### config.mk
export PLATFORM = sky130hd
export DESIGN_NAME = sparse_pair_packer
export DESIGN_NICKNAME = d
export VERILOG_FILES = /design/src/rtl/sparse_pair_packer.sv
export SDC_FILE = /design/constraint.sdc
export NUM_CORES = 1
export LEC_CHECK = 0
export CORE_ASPECT_RATIO = 1.75
export CORE_MARGIN = 2
export CORE_UTILIZATION = 40
export DETAILED_ROUTE_END_ITERATION = 7
export GPL_TIMING_DRIVEN = 0
export PLACE_DENSITY = 0.66
export RECOVER_POWER = 50
export SKIP_LAST_GASP = 1
export SYNTH_ARGS = -nofsm -noshare
export SYNTH_HDL_FRONTEND = slang
export SYNTH_SLANG_ARGS = --single-unit
### constraint.sdc
create_clock -name clk -period 2.8 [get_ports clk]
set_input_delay 0.84 -clock clk [delete_from_list [all_inputs] [get_ports clk]]
set_output_delay 0.84 -clock clk [all_outputs]
set_load 0.01 [all_outputs]
### src/rtl/sparse_pair_packer.sv
// Packs a stream of sparse bit positions into {hi,lo} words, then pads the table with
// self-cancelling {d,d} pairs. Optional macro DUMMY_RAND_EN draws d from an LFSR.
module sparse_pair_packer #(
  parameter int unsigned WORD_WIDTH      = 32,
  parameter int unsigned MEM_SPARSE_SIZE = 50,
  parameter int unsigned MAX_POS         = 17669,
  parameter int unsigned MAX_SPAN        = 63,
  parameter int unsigned DUMMY_POS       = 0
) (
  input  logic                  clk,
  input  logic                  rst_n,
  input  logic                  start,
  input  logic [15:0]           idx_in,
  input  logic                  idx_valid,
  input  logic                  idx_last,
  output logic                  idx_ready,
  output logic [9:0]            sparse_mem_addr_o,
  output logic [WORD_WIDTH-1:0] sparse_mem_write_data,
  output logic                  sparse_mem_write_en,
  output logic [9:0]            word_count,
  output logic                  busy,
  output logic                  done,
  output logic                  range_err,
  output logic                  span_err,
  output logic                  odd_err,
  output logic                  overflow_err
);

  localparam logic [9:0]  MemSize = 10'(MEM_SPARSE_SIZE);
  localparam logic [15:0] MaxPos  = 16'(MAX_POS);
  localparam logic [15:0] MaxSpan = 16'(MAX_SPAN);

  typedef enum logic [2:0] {StIdle, StGetA, StGetB, StWrite, StPad, StFinish} state_e;

  state_e      state_q, state_d;
  logic [9:0]  wp_q, wp_d;
  logic [9:0]  wc_q, wc_d;
  logic [15:0] a_q, a_d;
  logic [15:0] hi_q, hi_d;
  logic [15:0] lo_q, lo_d;
  logic        last_q, last_d;
  logic        range_q, range_d;
  logic        span_q, span_d;
  logic        odd_q, odd_d;
  logic        ovf_q, ovf_d;

  logic [15:0] pair_hi, pair_lo, span_blocks;
  logic [15:0] dummy;
  logic        pad_write;

  assign pair_hi     = (a_q < idx_in) ? a_q : idx_in;
  assign pair_lo     = (a_q < idx_in) ? idx_in : a_q;
  // Distance in 32-bit words between the two shifts; the controller has a 6-bit field for it.
  assign span_blocks = {5'd0, pair_lo[15:5]} - {5'd0, pair_hi[15:5]};
  assign pad_write   = (state_q == StPad) && (wp_q < MemSize);

`ifdef DUMMY_RAND_EN
  localparam int unsigned RedSteps = 65535 / MAX_POS;

  logic [15:0] lfsr_q;

  always_ff @(posedge clk or negedge rst_n) begin
    if (!rst_n) begin
      lfsr_q <= 16'hACE1;
    end else if ((state_q == StIdle) && start) begin
      lfsr_q <= 16'hACE1;
    end else if (pad_write) begin
      lfsr_q <= {lfsr_q[0] ^ lfsr_q[2] ^ lfsr_q[3] ^ lfsr_q[5], lfsr_q[15:1]};
    end
  end

  always_comb begin
    dummy = lfsr_q;
    for (int i = 0; i < int'(RedSteps); i++) begin
      if (dummy >= MaxPos) dummy = dummy - MaxPos;
    end
  end
`else
  assign dummy = 16'(DUMMY_POS);
`endif

  always_comb begin
    state_d             = state_q;
    wp_d                = wp_q;
    wc_d                = wc_q;
    a_d                 = a_q;
    hi_d                = hi_q;
    lo_d                = lo_q;
    last_d              = last_q;
    range_d             = range_q;
    span_d              = span_q;
    odd_d               = odd_q;
    ovf_d               = ovf_q;
    idx_ready           = 1'b0;
    sparse_mem_write_en = 1'b0;
    unique case (state_q)
      StIdle: begin
        if (start) begin
          wp_d    = '0;
          wc_d    = '0;
          range_d = 1'b0;
          span_d  = 1'b0;
          odd_d   = 1'b0;
          ovf_d   = 1'b0;
          state_d = StGetA;
        end
      end
      StGetA: begin
        idx_ready = 1'b1;
        if (idx_valid) begin
          a_d = idx_in;
          if (idx_last) begin
            odd_d   = 1'b1;
            state_d = StPad;
          end else begin
            state_d = StGetB;
          end
        end
      end
      StGetB: begin
        idx_ready = 1'b1;
        if (idx_valid) begin
          hi_d   = pair_hi;
          lo_d   = pair_lo;
          last_d = idx_last;
          if ((a_q >= MaxPos) || (idx_in >= MaxPos)) range_d = 1'b1;
          if (span_blocks > MaxSpan) span_d = 1'b1;
          state_d = StWrite;
        end
      end
      StWrite: begin
        if (wp_q < MemSize) begin
          sparse_mem_write_en = 1'b1;
          wp_d                = wp_q + 10'd1;
          wc_d                = wc_q + 10'd1;
        end else begin
          // Table full: pair is dropped but the stream is still drained.
          ovf_d = 1'b1;
        end
        state_d = last_q ? StPad : StGetA;
      end
      StPad: begin
        sparse_mem_write_en = pad_write;
        if (pad_write) wp_d = wp_q + 10'd1;
        if (!pad_write || (wp_q == MemSize - 10'd1)) state_d = StFinish;
      end
      StFinish: begin
        state_d = StIdle;
      end
      default: begin
        state_d = StIdle;
      end
    endcase
  end

  always_ff @(posedge clk or negedge rst_n) begin
    if (!rst_n) begin
      state_q <= StIdle;
      wp_q    <= '0;
      wc_q    <= '0;
      a_q     <= '0;
      hi_q    <= '0;
      lo_q    <= '0;
      last_q  <= 1'b0;
      range_q <= 1'b0;
      span_q  <= 1'b0;
      odd_q   <= 1'b0;
      ovf_q   <= 1'b0;
    end else begin
      state_q <= state_d;
      wp_q    <= wp_d;
      wc_q    <= wc_d;
      a_q     <= a_d;
      hi_q    <= hi_d;
      lo_q    <= lo_d;
      last_q  <= last_d;
      range_q <= range_d;
      span_q  <= span_d;
      odd_q   <= odd_d;
      ovf_q   <= ovf_d;
    end
  end

  assign sparse_mem_addr_o     = wp_q;
  assign sparse_mem_write_data = (state_q == StPad) ? WORD_WIDTH'({dummy, dummy})
                                                    : WORD_WIDTH'({hi_q, lo_q});
  assign word_count            = wc_q;
  assign busy                  = (state_q != StIdle) && (state_q != StFinish);
  assign done                  = (state_q == StFinish);
  assign range_err             = range_q;
  assign span_err              = span_q;
  assign odd_err               = odd_q;
  assign overflow_err          = ovf_q;

endmodule

Yosys cells after proc, flatten, opt, wreduce, memory -nomap -nowiden:

Index checks and enable logic that the tools add are counted.

* latch bits: 0
* input bits: 21
* output and inout bits: 60
* memory bits (writable): 0
* memory bits (read-only): 0
* word-level logic and storage cells: 88
* register bits: 76
* memories: 0

* multipliers: 0
* bitwise operators: 0
* multiplexer cells: 31
* reduce and logical (&&, ||, !) cells: 21
* add/subtract/negate cells: 3
* equal/unequal tests: 17
* divide/modulo/power cells: 0
* shift operators: 0
* magnitude comparators: 5

Operator list (count)
* two-way mux 10 bit: 4
* greater-or-equal comparator 16 x 15 -> 1 bit (second input constant): 2
* two-way mux 16 bit: 2
* two-way mux 32 bit: 1
* case mux 10 bit (3 select lines): 1
* adder 10 x 1 -> 10 bit (second input constant): 2
* case mux 10 bit (2 select lines): 1
* AND reduction 4 bit: 5
* two-way mux 3 bit: 6
* != test 2 bit (second input constant): 9
* > comparator 16 x 6 -> 1 bit (second input constant): 1
* less-than comparator 16 bit: 1
* case mux 3 bit (5 select lines): 1
* subtractor 11 x 11 -> 12 bit: 1
* equality test 10 x 6 -> 1 bit (second input constant): 1
* less-than comparator 10 x 6 -> 1 bit (second input constant): 1
* two-way mux 1 bit: 10
* case mux 1 bit (2 select lines): 5
* equality test 3 x 2 -> 1 bit (second input constant): 2
* equality test 3 bit (second input constant): 2
* AND reduction 3 bit: 2
* nonzero test 2 bit: 3
* nonzero test 3 bit: 2
* AND reduction 2 bit: 2
* other kinds (8): 10

Logic depth before layout (Yosys ltp):

Gate-level depths: netlist of run 1.

* depth after elaboration: 7
* gate-level depth with buffers: 16
* mapped depth without buffers: 14

Worst setup path after synthesis of run 1:

Ideal clock, no wire load.

* path type: input -> register
* from: input port idx_in[11]
* to: register span_q (netlist: span_err)
* path slack: -0.569 ns
* stages: 14
* arrival: 3.232 ns
* cells stage by stage: inv_1 > ha_1 > buf_4 > nand2_1 > o21ai_0 > a21oi_1 > o21ai_2 > and3_1 > o21a_1 > or3_1 > a211oi_1 > xnor2_1 > nor4_2 > a311oi_1

* cells in the longest elaborated chain, start to end: 6

Ends and longest elaborated chain
* from (decl): line 13 `input logic [15:0] idx_in,`
* less-than comparator 16 bit: line 51, 52
* two-way mux 16 bit (on tied branches): line 52, 51
* subtractor 11 x 11 -> 12 bit *: line 54 `assign span_blocks = {5'd0, pair_lo[15:5]} - {5'd0, pair_hi[15:5]};`
* > comparator 16 x 6 -> 1 bit *: line 127 `if (span_blocks > MaxSpan) span_d = 1'b1;`
* != test 2 bit (no source line) *
* AND reduction 4 bit (no source line) *
* to (signal assigned): line 178 `span_q <= span_d;`
* to (decl): line 43 `logic span_q, span_d;`

Every way passes the cells marked *; elsewhere a longest branch is shown, timed or not.
A chain may end at the register's enable or synchronous reset.

Worst setup path in the final report of run 1:

* from: input port idx_in[8]
* to: register span_q (netlist: span_err)

The elaborated chain is that of the path after synthesis.

==> flow_metrics.tcl, run 1 <==
set metrics [dict create \
    slew_viol_final 0 \
    routed_via_density 5.61 \
    syn_nets 575 \
    cp.arrival_ns 3.41 \
    multi_input_area_um2 2940 \
    ys_seq_area_frac 0.410 \
    io_buffers 79 \
    worstMarginPinSlew_ns 1.41 \
    avgSynthCellArea_um2 8.68 \
    clkLatencyLatePin_ns 0.34 \
    cts_tree "built" \
    relSlewSlack 0.0599 \
    grt_max_degree 63 \
    hold_depth 2 \
    power.density_nw_per_um2 1160 \
    num-fill-cells 986 \
    syn-instance-count 535 \
    place_ws_ns -1.66 \
    slowest_stage "nor4_4" \
    path_max_fanout 8 \
    holdCritPathClass "reg2reg" \
    cp-startpoint "idx_in[8]" \
    die_h_um 147 \
    synth_top_area_frac 0.410 \
    path_depth 16 \
    grtUsageTotal 0.215 \
    reg2reg_from "a_q[7]$_DFFE_PN0P_" \
    via_count 4435 \
    grt_pass1_wl_mm 21.3 \
    antenna_found_initial 0 \
    drive_gt1_frac 0.247 \
    coreArea_um2 11500 \
    drc 0 \
    grt_pass1_vias 4408 \
    clock-sinks 76 \
    r2r_slack_ns -0.37 \
    start_kind "input port" \
    gr-total-overflow 0 \
    drt-total-wl_mm 13.7 \
    clk_pin_slew_worst_paths_ns 0.06 \
    synth.distinct_cells 56 \
    register_area_um2 1900 \
    setup_viol 14 \
    hpwl_mm 10.1 \
    num_rows 52 \
    violations "negative setup slack" \
    start_util 0.405 \
    cts_made_buffers 9 \
    r2r_cells 14 \
    area_growth_pct 42.7 \
    slowest_delay_ns 0.31 \
    synth_edf_count 0 \
    fin_ws_ns -0.407 \
    crit_top_cell "buf_6" \
    fmax_mhz 312 \
    syn_area_um2 4640 \
    finClkSkew_ns 0.00369 \
    async_reset_ff_frac 1.00 \
    ant_nets 0 \
    path_cells "buf_6, inv_4, ha_1, and2_4, nor2b_4, nand2_2, o21ai_4, buf_6, buf_8, mux2i_4, a21oi_2, nor2_1, o2111ai_1, a41o_1, nor4_4, a311oi_2" \
    min_period_ns 3.21 \
    hold_viol_final 0 \
    crit_family "compound AO/OA/AOI/OAI gates" \
    die_w_um 85.4 \
    final_util 0.579 \
    vdd_ir_drop_max_v 0.000661 \
    gp_congestion 0.904 \
    ios 81 \
    synth-main-ff-cell "dfrtp_1" \
    synth_top_area_cell "dfrtp_1" \
    synth-warning-count 0 \
    post-synth-top-count-cell "nor2_1" \
    rr_endpoint "span_err$_DFFE_PN0P_" \
    ys_ff_latch 76 \
    fin_crit_sh 1.15 \
    clock_path_buffers 2 \
    first_pass_iters 5 \
    required_ns 3.00 \
    synth_area_leaders "dfrtp_1, a21oi_1, nor2_1" \
    cp_num_buf_inv 4 \
    status "complete, but fails checks" \
    power_leakage_nw 2.91 \
    critPathCapture "span_err$_DFFE_PN0P_" \
    holdWs_ns 0.497 \
    path_class "in2reg" \
    final_nets 692 \
    cp-end-kind "register" \
    drt_iter0_drc 201 \
    dieArea_um2 12500 \
    drv_cap 0 \
    synth_common_cells "nor2_1, dfrtp_1, a21oi_1, nand2_1, nor2b_1" \
    cts_htree_levels 3 \
    num_antenna_cells 0 \
    wl_per_cell_um 17.4 \
    rsz0062_at_grt "yes" \
    ctsRootBufferMaster "clkbuf_16" \
]
==> area by class of cell <==
cell class              count  share of cell area
plain buffers              25              0.0251
well taps                 135              0.0255
clock buffers              10              0.0361
multi-input cells         413               0.444
clock inverters             4              0.0149
inverters                  20              0.0174
repair buffers            107               0.150
flip-flops and latches     76               0.287
==> repair_timing <==
action,CTS,global route
gates resized for setup,190,35
hold buffers,0,0
buffers inserted,17,9
cloned,1,0
pin swaps,30,18
setup endpoints to repair,81,33
==> power breakdown <==
part           leakage [nW]  total [W]  internal, W  switching [W]
Combinational          1.81    0.00440      0.00217        0.00222
Clock                 0.165    0.00132     0.000886       0.000438
Sequential            0.932    0.00197      0.00152       0.000451
Total                  2.91    0.00769      0.00458        0.00311
==> how the worst min path moves through the flow <==
stage / from / to / slack, ns
global placement: overflow_err$_DFFE_PN0P_ / overflow_err$_DFFE_PN0P_ / 0.49
global route: lo_q[10]$_DFFE_PN0P_ / lo_q[10]$_DFFE_PN0P_ / 0.54
floorplan: hi_q[0]$_DFFE_PN0P_ / hi_q[0]$_DFFE_PN0P_ / 0.49
finish: overflow_err$_DFFE_PN0P_ / overflow_err$_DFFE_PN0P_ / 0.50
CTS: rst_n / word_count[7]$_DFFE_PN0P_ / 0.36
detailed placement: overflow_err$_DFFE_PN0P_ / overflow_err$_DFFE_PN0P_ / 0.49
==> layout by cell type, fill, tap and decap left out, drive strengths merged, types with 11 or more instances in the layout <==
master / Yosys / layout
dfrtp: 76 / 76
a21oi: 70 / 70
clkdlybuf4s50: 0 / 22
nand2: 37 / 37
mux2i: 23 / 23
mux2: 18 / 18
nand2b: 11 / 11
clkbuf: 21 / 32
dlygate4sd2: 0 / 25
nor2: 86 / 86
ha: 19 / 19
buf: 5 / 47
nor2b: 38 / 38
inv: 20 / 20
o21ai: 27 / 27
==> registers in the layout (all words and copies together) (netlist names) <==
register / count
overflow_err: 1
state_q: 3
odd_err: 1
last_q: 1
lo_q: 16
sparse_mem_addr_o: 10
a_q: 16
hi_q: 16
span_err: 1
range_err: 1
word_count: 10
==> per-layer routing <==
metal / share of wire / track usage
met1: 0.37 / 0.224
met2: 0.55 / 0.400
met3: 0.034 / 0.0311
met4: 0.044 / 0.122
met5: 0 / 0
==> worst reg2reg max path, cell delays in order, from the launching register on <==
cell and delay [ns]:
dfrtp_1 0.51, ha_4 0.35, nand2_2 0.07, nor3_2 0.20
a21oi_2 0.10, o21ai_4 0.19, buf_6 0.17, buf_8 0.14
mux2i_4 0.26, a21oi_2 0.07, nor2_1 0.13, o2111ai_1 0.14
a41o_1 0.26, nor4_4 0.31, a311oi_2 0.14
==> stage by stage <==
step,power (W),TNS [ns],cells,area [µm²]
finish,0.00769,-3.10,790,6630
detailed placement,0.00578,-71.78,750,5780
CTS,0.00739,-0.394,781,6470
global placement,0.00567,-203.45,749,5760
floorplan,0.00432,-4.26,535,4800
global route,0.00814,-6.69,790,6630
==> logic make-up (layout without fill, tap and decap cells) <==
group,Yosys count,count (layout),share of synthesized area
xor+xnor,13,13,0.0245
fa+ha+maj,19,19,0.0512
buf+inv,46,166,0.0407
flops,76,76,0.410
mux,41,41,0.0933
simple gates,215,215,0.226
compound gates,125,125,0.154
Note: power is estimated with default switching activity, not from simulation.
==> inputs of run 2 (changes only) <==
Settings changed: CTS_CLUSTER_SIZE from default to 8.
==> results of run 2 <==
The final DEF is identical to that of run 1; final timing and power are the same.
==> inputs of run 3 (changes only) <==
Settings changed: RECOVER_POWER 50 to 25, SKIP_LAST_GASP 1 to default, SLEW_MARGIN from default to 20.
==> run 3 against run 2 <==
The run still ends with negative setup slack left. Largest power group unchanged. Sequential cell count unchanged. First-iteration DRC count decreased by 11%. Final area up 0.79%. Register-to-register slack gained 0.13 ns. Count of clock-buffer cells in the layout did not move. Clock power about the same. Combinational power rose by 1%. Clock skew up 0.0015 ns. Die area is the same. Routed wire length increased by 0.79%.
==> flow_metrics.tcl, run 3 (synthesis gave the netlist of run 1 again) <==
set metrics [dict create \
    status "complete, but fails checks" \
    violations "negative setup slack" \
    grt_pass1_vias 4458 \
    path_class "in2reg" \
    critPathCapture "span_err$_DFFE_PN0P_" \
    cts_made_buffers 9 \
    num-fill-cells 967 \
    dp.cells 750 \
    cp-startpoint "idx_in[9]" \
    reg_top3 "a_q x16, hi_q x16, lo_q x16" \
    clock-sinks 76 \
    setup_viol 1 \
    grt_pass1_wl_mm 21.9 \
    fmax_mhz 315 \
    clkLatencyLatePin_ns 0.34 \
    cts_tree "built" \
    hold_viol_final 0 \
    dieArea_um2 12500 \
    power.density_nw_per_um2 1160 \
    cts_htree_levels 3 \
    fin_tns_setup_ns -0.374 \
    rr_endpoint "span_err$_DFFE_PN0P_" \
    hpwl_mm 10.1 \
    die_w_um 85.4 \
    hold_buffers 0 \
    io_buffers 79 \
    start_util 0.405 \
    slew_viol_final 0 \
    die_h_um 147 \
    register_area_um2 1900 \
    multi_input_area_um2 2950 \
    place_ws_ns -1.65 \
    ios 81 \
    finClkSkew_ns 0.00523 \
    final_cell_mix "nor2_1, dfrtp_1, a21oi_1, nor2b_1, buf_4" \
    reg2reg_from "a_q[7]$_DFFE_PN0P_" \
    worstMarginPinSlew_ns 1.38 \
    drt-total-wl_mm 13.8 \
    final_cells 789 \
    cp-end-kind "register" \
    fin_crit_sh 1.13 \
    num_antenna_cells 0 \
    r2r_cells 14 \
    vdd_ir_drop_max_v 0.000604 \
    start_kind "input port" \
    wl_per_cell_um 17.5 \
    routed_via_density 5.59 \
    fin_ws_ns -0.374 \
    antenna_found_initial 0 \
    first_pass_iters 4 \
    drive_gt1_frac 0.251 \
    gp_congestion 0.904 \
    min_period_ns 3.17 \
    holdCritPathClass "reg2reg" \
    drt_iter0_drc 179 \
    gr-total-overflow 0 \
    ctsRootBufferMaster "clkbuf_16" \
    coreArea_um2 11500 \
    power_w 0.00775 \
    final_util 0.583 \
    drc 0 \
    area_growth_pct 43.9 \
    hold_depth 2 \
    via_count 4407 \
    rsz0062_at_grt "yes" \
    relSlewSlack 0.0803 \
    layout_commonest_cell "nor2_1" \
    r2r_slack_ns -0.24 \
    power_leakage_nw 2.98 \
    ant_nets 0 \
    grt_max_degree 52 \
    clk_pin_slew_worst_paths_ns 0.06 \
    cp.arrival_ns 3.38 \
    clock_path_buffers 2 \
    grtUsageTotal 0.220 \
    num_rows 52 \
    final_nets 691 \
    path_max_fanout 10 \
    required_ns 3.00 \
    drv_cap 0 \
]
==> run 3: final cells by class <==
cell class | count | share of cell area
multi-input combinational | 413 | 0.441
sequential | 76 | 0.285
timing repair buffer | 106 | 0.154
clock buffer | 10 | 0.0358
buffer | 25 | 0.0270
tap | 135 | 0.0253
inverter | 20 | 0.0165
clock inverter | 4 | 0.0148
==> run 3: how the worst min path moves through the flow <==
stage / endpoint / startpoint / slack (ns)
6_report: overflow_err$_DFFE_PN0P_ / overflow_err$_DFFE_PN0P_ / 0.51
5_1_grt: lo_q[12]$_DFFE_PN0P_ / lo_q[12]$_DFFE_PN0P_ / 0.54
4_1_cts: word_count[7]$_DFFE_PN0P_ / rst_n / 0.42
3_5_place_dp: overflow_err$_DFFE_PN0P_ / overflow_err$_DFFE_PN0P_ / 0.49
3_3_place_gp: overflow_err$_DFFE_PN0P_ / overflow_err$_DFFE_PN0P_ / 0.49
2_1_floorplan: hi_q[0]$_DFFE_PN0P_ / hi_q[0]$_DFFE_PN0P_ / 0.49
==> run 3: stage by stage <==
| step | area (µm²) | hold slack (ns) |
|---|---|---|
| floorplan | 4800 | 0.487 |
| global placement | 5760 | 0.492 |
| detailed placement | 5790 | 0.494 |
| CTS | 6470 | 0.420 |
| global route | 6680 | 0.538 |
| finish | 6680 | 0.506 |
==> run 3: repair_timing <==
item | in CTS | in global routing
setup buffers | 17 | 8
cloned | 1 | 0
setup endpoints to repair | 71 | 44
pin swaps | 28 | 20
resized for setup | 172 | 51
==> run 3: layer usage <==
metal,track usage,wire [µm]
met4,0.106,415
met3,0.0300,422
met1,0.232,5140
met2,0.415,7860
met5,0,0
==> run 3: critical path, stage by stage <==
cell and delay, ns:
buf_12 0.10, inv_12 0.03, ha_4 0.26, and2_4 0.14
nor2b_4 0.14, nand2_2 0.07, o21ai_4 0.19, buf_6 0.17
buf_12 0.14, mux2i_4 0.25, a21oi_2 0.08, nor2_1 0.15
o2111ai_1 0.13, a41o_1 0.26, nor4_4 0.29, a311oi_2 0.13
==> run 3: power by group <==
| part | total, W | switching, W | internal, W | leakage (nW) |
|---|---|---|---|---|
| clock network | 0.00132 | 0.000437 | 0.000886 | 0.165 |
| logic | 0.00446 | 0.00224 | 0.00221 | 1.88 |
| registers | 0.00198 | 0.000454 | 0.00152 | 0.932 |
